--- config.mk ---
export PLATFORM = sky130hd
export DESIGN_NAME = orao_tape_sched_flat
export DESIGN_NICKNAME = d
export VERILOG_FILES = /design/src/rtl/orao_tape_pkg.sv /design/src/rtl/orao_tape_sched_if.sv /design/src/rtl/orao_tape_fifo.sv /design/src/rtl/orao_tape_sched.sv /design/src/flat_wrapper.sv
export SDC_FILE = /design/constraint.sdc
export NUM_CORES = 1
export LEC_CHECK = 0
export CORE_MARGIN = 2
export CORE_UTILIZATION = 45
export DETAILED_ROUTE_END_ITERATION = 12
export GPL_TIMING_DRIVEN = 0
export PLACE_DENSITY = 0.71
export SLEW_MARGIN = 20
export SYNTH_ARGS = -nofsm -noshare
export SYNTH_HDL_FRONTEND = slang
export SYNTH_HIERARCHICAL = 1
export SYNTH_SLANG_ARGS = --single-unit
--- constraint.sdc ---
create_clock -name clk -period 4.6 [get_ports clk]
set_clock_uncertainty 0.1 [all_clocks]
set_input_delay 0.92 -clock clk [delete_from_list [all_inputs] [get_ports clk]]
set_output_delay 0.92 -clock clk [all_outputs]
set_load 0.01 [all_outputs]
--- src/rtl/orao_tape_pkg.sv ---
// Shared types and constants for the Orao tape playback scheduler.
// ORAO_TAPE_SCHMITT_EN selects the hysteresis thresholds in orao_tape_sched.
package orao_tape_pkg;

   typedef enum logic [2:0] {IDLE, LOAD, PLAY, DRAIN, ABORT} state_t;

   localparam logic [15:0] TAPE_ADDR  = 16'h87FF;
   localparam logic [7:0]  THRESH_MID = 8'h7F;
   localparam logic [7:0]  THRESH_HI  = 8'hA0;
   localparam logic [7:0]  THRESH_LO  = 8'h5F;

   localparam int ST_EMPTY    = 0;
   localparam int ST_OVERFLOW = 1;
   localparam int ST_UNDERRUN = 2;
   localparam int ST_TIMEOUT  = 3;

endpackage

--- src/rtl/orao_tape_sched_if.sv ---
// ioctl download bus plus CPU read port of the tape scheduler.
interface orao_tape_sched_if;
   logic        ioctl_download;
   logic [7:0]  ioctl_index;
   logic        ioctl_wr;
   logic [7:0]  ioctl_dout;
   logic        ioctl_wait;
   logic [15:0] addr;
   logic        ce;
   logic [7:0]  tape_data;
   logic        tape_active;
   logic [3:0]  status;

   modport master (
      output ioctl_download, ioctl_index, ioctl_wr, ioctl_dout, addr, ce,
      input  ioctl_wait, tape_data, tape_active, status
   );

   modport slave (
      input  ioctl_download, ioctl_index, ioctl_wr, ioctl_dout, addr, ce,
      output ioctl_wait, tape_data, tape_active, status
   );
endinterface

--- src/rtl/orao_tape_fifo.sv ---
// Show-ahead byte FIFO with flush; pushes while full and pops while empty are ignored.
module orao_tape_fifo #(
   parameter int DEPTH = 16,
   parameter int AW    = $clog2(DEPTH)
) (
   input  logic          clk,
   input  logic          reset_n,
   input  logic          flush,
   input  logic          push,
   input  logic [7:0]    din,
   input  logic          pop,
   output logic [7:0]    dout,
   output logic [AW:0]   count,
   output logic          full,
   output logic          empty
);
   logic [7:0]  mem [DEPTH];
   logic [AW:0] wptr, rptr;
   logic        do_push, do_pop;

   assign count   = wptr - rptr;
   assign full    = (count == (AW+1)'(DEPTH));
   assign empty   = (count == '0);
   assign do_push = push && !full;
   assign do_pop  = pop && !empty;
   assign dout    = mem[rptr[AW-1:0]];

   // Extra pointer bit distinguishes full from empty.
   always_ff @(posedge clk) begin
      if (!reset_n || flush) begin
         wptr <= '0;
         rptr <= '0;
      end else begin
         if (do_push) wptr <= wptr + 1'b1;
         if (do_pop)  rptr <= rptr + 1'b1;
      end
   end

   always_ff @(posedge clk) begin
      if (reset_n && !flush && do_push) mem[wptr[AW-1:0]] <= din;
   end
endmodule

--- src/rtl/orao_tape_sched.sv ---
// Tape playback scheduler: buffers HPS tape bytes, paces samples to 0x87FF reads.
// Define ORAO_TAPE_SCHMITT_EN for hysteresis thresholding of output samples.
module orao_tape_sched
   import orao_tape_pkg::*;
#(
   parameter int          FIFO_DEPTH       = 16,
   parameter int          PRIME_LEVEL      = 4,
   parameter int          READS_PER_SAMPLE = 2,
   parameter int unsigned TIMEOUT_CYCLES   = 75000000,
   parameter logic [7:0]  TAPE_INDEX       = 8'h01
) (
   input  logic clk,
   input  logic reset_n,
   orao_tape_sched_if.slave bus
);
   localparam int AW = $clog2(FIFO_DEPTH);
   localparam int PW = (READS_PER_SAMPLE > 1) ? $clog2(READS_PER_SAMPLE) : 1;
   localparam logic [PW-1:0] PACE_LAST = PW'(READS_PER_SAMPLE - 1);
   localparam logic [AW:0]   PRIME     = (AW+1)'(PRIME_LEVEL);
   localparam logic [AW:0]   WAIT_HI   = (AW+1)'(FIFO_DEPTH - 2);
   localparam logic [AW:0]   WAIT_LO   = (AW+1)'(FIFO_DEPTH / 2);
   localparam logic [31:0]   TMO_LAST  = TIMEOUT_CYCLES - 1;

   state_t        state, state_n;
   logic          tdl, tdl_q, tdl_rise, tdl_fall;
   logic          last_hit, rd_evt;
   logic [PW-1:0] pace;
   logic [31:0]   tmo;
   logic          active, pacing, tmo_hit, flush;
   logic          push_req, pop_due, pop, underrun;
   logic [7:0]    head, level_n, tape_q;
   logic [AW:0]   count;
   logic          full, empty, wait_q;
   logic          timeout_flag, underrun_flag, overflow_flag;

   assign tdl      = bus.ioctl_download && (bus.ioctl_index == TAPE_INDEX);
   assign tdl_rise = tdl && !tdl_q;
   assign tdl_fall = !tdl && tdl_q;
   assign rd_evt   = bus.ce && (bus.addr == TAPE_ADDR) && !last_hit;
   assign active   = state inside {LOAD, PLAY, DRAIN};
   assign pacing   = state inside {PLAY, DRAIN};
   assign tmo_hit  = active && (tmo >= TMO_LAST);
   assign flush    = tdl_rise || tmo_hit;
   assign push_req = bus.ioctl_wr && tdl && (state inside {LOAD, PLAY}) && !flush;
   assign pop_due  = pacing && rd_evt && (pace == PACE_LAST) && !flush;
   assign pop      = pop_due && !empty;
   assign underrun = pop_due && empty;

   orao_tape_fifo #(.DEPTH(FIFO_DEPTH)) u_fifo (
      .clk(clk), .reset_n(reset_n), .flush(flush),
      .push(push_req), .din(bus.ioctl_dout), .pop(pop),
      .dout(head), .count(count), .full(full), .empty(empty)
   );

   always_comb begin
      state_n = state;
      if (tdl_rise)      state_n = LOAD;
      else if (tmo_hit)  state_n = ABORT;
      else begin
         case (state)
            LOAD:    if (tdl_fall) state_n = DRAIN;
                     else if (count >= PRIME) state_n = PLAY;
            PLAY:    if (tdl_fall) state_n = DRAIN;
            DRAIN:   if (empty && !pop) state_n = IDLE;
            ABORT:   if (!tdl) state_n = IDLE;
            default: state_n = state;
         endcase
      end
   end

   always_comb begin
      level_n = tape_q;
`ifdef ORAO_TAPE_SCHMITT_EN
      if (head >= THRESH_HI)      level_n = 8'hFF;
      else if (head <= THRESH_LO) level_n = 8'h00;
`else
      level_n = (head > THRESH_MID) ? 8'hFF : 8'h00;
`endif
   end

   always_ff @(posedge clk) begin
      if (!reset_n) begin
         state         <= IDLE;
         tdl_q         <= 1'b0;
         last_hit      <= 1'b0;
         pace          <= '0;
         tmo           <= '0;
         wait_q        <= 1'b0;
         tape_q        <= 8'h00;
         timeout_flag  <= 1'b0;
         underrun_flag <= 1'b0;
         overflow_flag <= 1'b0;
      end else begin
         state <= state_n;
         tdl_q <= tdl;
         if (bus.ce) last_hit <= (bus.addr == TAPE_ADDR);

         if (flush)                 pace <= '0;
         else if (pacing && rd_evt) pace <= (pace == PACE_LAST) ? '0 : pace + 1'b1;

         // Any sign of life (push, read, state change) restarts the stall timer.
         if (!active || state_n != state || (push_req && !full) || rd_evt) tmo <= '0;
         else if (tmo != '1) tmo <= tmo + 32'd1;

         if (flush || (state_n inside {IDLE, ABORT})) wait_q <= 1'b0;
         else if (count >= WAIT_HI)                 wait_q <= 1'b1;
         else if (count <= WAIT_LO)                 wait_q <= 1'b0;

         if (tdl_rise)      tape_q <= 8'h00;
         else if (pop)      tape_q <= level_n;
         else if (underrun) tape_q <= 8'h00;

         if (tdl_rise) begin
            timeout_flag  <= 1'b0;
            underrun_flag <= 1'b0;
            overflow_flag <= 1'b0;
         end else begin
            if (tmo_hit)          timeout_flag  <= 1'b1;
            if (underrun)         underrun_flag <= 1'b1;
            if (push_req && full) overflow_flag <= 1'b1;
         end
      end
   end

   assign bus.ioctl_wait  = wait_q;
   assign bus.tape_data   = tape_q;
   assign bus.tape_active = active;
   assign bus.status      = {timeout_flag, underrun_flag, overflow_flag, empty};
endmodule
--- src/flat_wrapper.sv ---
// flat-port wrapper written by rule: the top's interface ports become plain ports
module orao_tape_sched_flat import orao_tape_pkg::*;
#(
   parameter int          FIFO_DEPTH       = 16,
   parameter int          PRIME_LEVEL      = 4,
   parameter int          READS_PER_SAMPLE = 2,
   parameter int unsigned TIMEOUT_CYCLES   = 75000000,
   parameter logic [7:0]  TAPE_INDEX       = 8'h01
)
  (clk, reset_n, bus_ioctl_download, bus_ioctl_index, bus_ioctl_wr, bus_ioctl_dout, bus_addr, bus_ce, bus_ioctl_wait, bus_tape_data, bus_tape_active, bus_status);
  orao_tape_sched_if bus_i ();
  input  logic clk;
  input  logic reset_n;
  input wire logic [$bits(bus_i.ioctl_download)-1:0] bus_ioctl_download;
  input wire logic [$bits(bus_i.ioctl_index)-1:0] bus_ioctl_index;
  input wire logic [$bits(bus_i.ioctl_wr)-1:0] bus_ioctl_wr;
  input wire logic [$bits(bus_i.ioctl_dout)-1:0] bus_ioctl_dout;
  input wire logic [$bits(bus_i.addr)-1:0] bus_addr;
  input wire logic [$bits(bus_i.ce)-1:0] bus_ce;
  output wire logic [$bits(bus_i.ioctl_wait)-1:0] bus_ioctl_wait;
  output wire logic [$bits(bus_i.tape_data)-1:0] bus_tape_data;
  output wire logic [$bits(bus_i.tape_active)-1:0] bus_tape_active;
  output wire logic [$bits(bus_i.status)-1:0] bus_status;
  assign bus_i.ioctl_download = bus_ioctl_download;
  assign bus_i.ioctl_index = bus_ioctl_index;
  assign bus_i.ioctl_wr = bus_ioctl_wr;
  assign bus_i.ioctl_dout = bus_ioctl_dout;
  assign bus_i.addr = bus_addr;
  assign bus_i.ce = bus_ce;
  assign bus_ioctl_wait = bus_i.ioctl_wait;
  assign bus_tape_data = bus_i.tape_data;
  assign bus_tape_active = bus_i.tape_active;
  assign bus_status = bus_i.status;
  orao_tape_sched #(.FIFO_DEPTH(FIFO_DEPTH), .PRIME_LEVEL(PRIME_LEVEL), .READS_PER_SAMPLE(READS_PER_SAMPLE), .TIMEOUT_CYCLES(TIMEOUT_CYCLES), .TAPE_INDEX(TAPE_INDEX)) u_core (.clk(clk), .reset_n(reset_n), .bus(bus_i));
endmodule
==> results of run 1 <==
-- stage by stage --
| step | instances | hold slack [ps] |
|---|---|---|
| 5_1_grt | 640 | 400 |
| 3_5_place_dp | 625 | 364 |
| 3_3_place_gp | 625 | 363 |
| 4_1_cts | 640 | 383 |
| 6_report | 640 | 381 |
| 2_1_floorplan | 471 | 338 |
-- power by group --
group	total (mW)	internal, mW	switching, mW
registers	0.653	0.653	0.0000338
clock network	0.476	0.245	0.232
logic	0.0360	0.0241	0.0118
total	1.17	0.922	0.243
-- worst max-delay path by stage --
stage	slack, ps	startpoint	cells after the start	to
finish	460	u_core/u_fifo/wptr[0]$_SDFFE_PP0P_	10	bus_status[0]
global placement	860	u_core/u_fifo/wptr[0]$_SDFFE_PP0P_	10	bus_status[0]
CTS	440	u_core/u_fifo/wptr[0]$_SDFFE_PP0P_	10	bus_status[0]
global route	260	u_core/u_fifo/wptr[0]$_SDFFE_PP0P_	10	bus_status[0]
detailed placement	770	u_core/u_fifo/wptr[0]$_SDFFE_PP0P_	16	u_core/tmo[21]$_SDFFE_PP0P_
floorplan	1290	u_core/u_fifo/wptr[0]$_SDFFE_PP0P_	16	u_core/tmo[10]$_SDFFE_PP0P_
-- sequential cells by signal (all words and copies together) (netlist names), named ones only --
| signal | flops |
|---|---|
| u_core/bus.ioctl_wait | 1 |
| u_core/bus.tape_data | 1 |
| u_core/last_hit | 1 |
| u_core/overflow_flag | 1 |
| u_core/pace | 1 |
| u_core/state | 3 |
| u_core/tdl_q | 1 |
| u_core/timeout_flag | 1 |
| u_core/tmo | 32 |
| u_core/u_fifo/mem | 16 |
| u_core/u_fifo/rptr | 5 |
| u_core/u_fifo/wptr | 5 |
| u_core/underrun_flag | 1 |
-- cells in the final DEF, fill, tap and decap left out, drive strengths merged, types with 7 or more instances in the layout --
master	n
a21oi	22
and3	18
buf	24
clkbuf	17
clkdlybuf4s50	43
dfxtp	57
edfxtp	16
ha	10
inv	23
nand2	35
nand2b	8
nand3	17
nand4	17
nor2	40
nor3	43
nor4	12
o21ai	18
or3	7
xnor2	19
xor2	12
-- worst reg2reg max path, delay by kind of cell (launching register included) --
kind                     cells  cell delay (ps)
AO/OA/AOI/OAI                5             1010
adder cells (fa/ha/maj)      2              670
buffers and inverters        4              630
flip-flops                   1              400
AND/OR/NAND/NOR              5              930
-- layer usage --
layer	up-vias	wire, µm
li1	1790	-
met1	1668	4230
met2	101	4400
met3	12	434
met4	0	123
met5	-	0
-- final cells by class --
cell class,count,area share [%]
timing repair buffer,43,8.69
clock buffer,9,2.50
tap,111,2.80
buffer,32,3.66
multi-input combinational,344,46.7
sequential,73,32.7
inverter,22,1.67
clock inverter,6,1.19
==> impl_metrics.yaml, run 1 <==
status:
  outcome: "completed"
clock_tree:
  clk_pin_slew_worst_paths_ps: 70
  cts_buffers: 9
  cts_sinks: 73
  h-tree-depth: 3
  clock_latency_ps: 340
  clockBufferDepth: 2
  cts_tree: "yes"
  cts_resized: 0
  root_buffer: "clkbuf_8"
  post_cts.repair.setup_buffers: 0
  cts_hold_buf: 0
drt:
  num_vias: 3571
  wl_mm: 9.20
  drt-wirelength-per-cell_um: 14.4
  drtPass1Iterations: 4
  route.detailed.drc: 0
  viasPerCell: 5.58
  drt_iter0_markers: 247
  postRouteAntennaNets: 0
worst_setup_path:
  cp_max_fo: 14
  start_kind: "flip-flop"
  path_common_cell: "inv_1"
  worstPathArrival_ps: 3120
  crit_chain: "inv_1 -> ha_1 -> inv_1 -> fa_1 -> nand3b_1 -> a211oi_1 -> o2bb2a_4 -> buf_6 -> buf_4 -> clkdlybuf4s50_1"
  slowest_delay_ps: 520
  rr_startpoint: "u_core/u_fifo/wptr[0]$_SDFFE_PP0P_"
  rr_worst_depth: 16
  rrSetupSlack_ps: 790
  path_class: "reg -> out"
  cp.buffers_inverters: 5
  cp.required_ps: 3580
  cp_top_family: "buffers and inverters"
  crit_path_end_kind: "output port"
  cp_slowest_cell: "clkdlybuf4s50_1"
  r2r_end: "u_core/tmo[14]$_SDFFE_PP0P_"
global_route:
  grt_pass1_wl_mm: 16.0
  grt.met2_usage_pct: 32.9
  antenna_found_initial: 0
  grt_usage_pct: 19.7
  grt-busiest-layer: "met2"
  grt_pass1_vias: 3496
  grt_use_met1_pct: 25.1
  grt_overflow_total: 0
  grt_max_degree: 17
  grtUsageMet3_pct: 3.47
timing:
  period_share_pct: 90.0
  finalSetupTns_ps: 0
  rsz0062_at_grt: "false"
  fmax_mhz: 242
  fin_crit_ps: 4140
  fin_ws_ps: 461
  max-slew-margin-rel_pct: 67.4
  setup_viol: 0
  hold_viol: 0
  max_slew.worst_pin.slew_ps: 485
  slew_violations: 0
power:
  finalPower_mw: 1.17
  p_per_area_nw_per_um2: 235
  peakVddDrop_mv: 0.183
  power_leakage_nw: 1.69
floorplanning:
  start_util_pct: 45.9
  die_h_um: 101
  dieArea_um2: 10100
  die_w_um: 101
  top_level_ports: 51
  core-area_um2: 9150
  rows: 35
place:
  place_ws_ps: 774
  io_buffers: 43
  gp_congestion: 0.924
  place_hpwl_mm: 6.92
  place_area_um2: 4770
finish:
  fill_cells: 818
  layout-drive-gt1-share_pct: 12.9
  fin_nets: 573
  layout.area.seq_um2: 1620
  synthToLayoutAreaGrowth_pct: 17.9
  utilization_pct: 54.1
  diodes: 0
  multi_input_area_um2: 2310
  final_design_area_no_fill_um2: 4950
synth:
  synth.cell_area_um2: 4200
  synthCells: 471
  synth_fp_nets: 519
  yosysWarnings: 6
  syn_area_per_cell_um2: 8.92
hold_path:
  whs_path_depth: 2
  holdPathEnd: "u_core/overflow_flag$_SDFFE_PP0P_"
  hp-class: "reg -> reg"
  hold_start: "u_core/overflow_flag$_SDFFE_PP0P_"
job:
  maxCapViolCount: 0
Note: power is estimated with default switching activity, not from simulation.
==> run 2: changes to the inputs <==
--- a/config.mk
+++ b/config.mk
@@ -7,8 +7,10 @@
 export LEC_CHECK = 0
 export CORE_MARGIN = 2
 export CORE_UTILIZATION = 45
+export CTS_CLUSTER_DIAMETER = 150
 export DETAILED_ROUTE_END_ITERATION = 12
 export GPL_TIMING_DRIVEN = 0
+export HOLD_SLACK_MARGIN = 0.15
 export PLACE_DENSITY = 0.71
 export SLEW_MARGIN = 20
 export SYNTH_ARGS = -nofsm -noshare
==> results of run 2 <==
No change in the layout: final DEF, timing and power equal those of run 1.
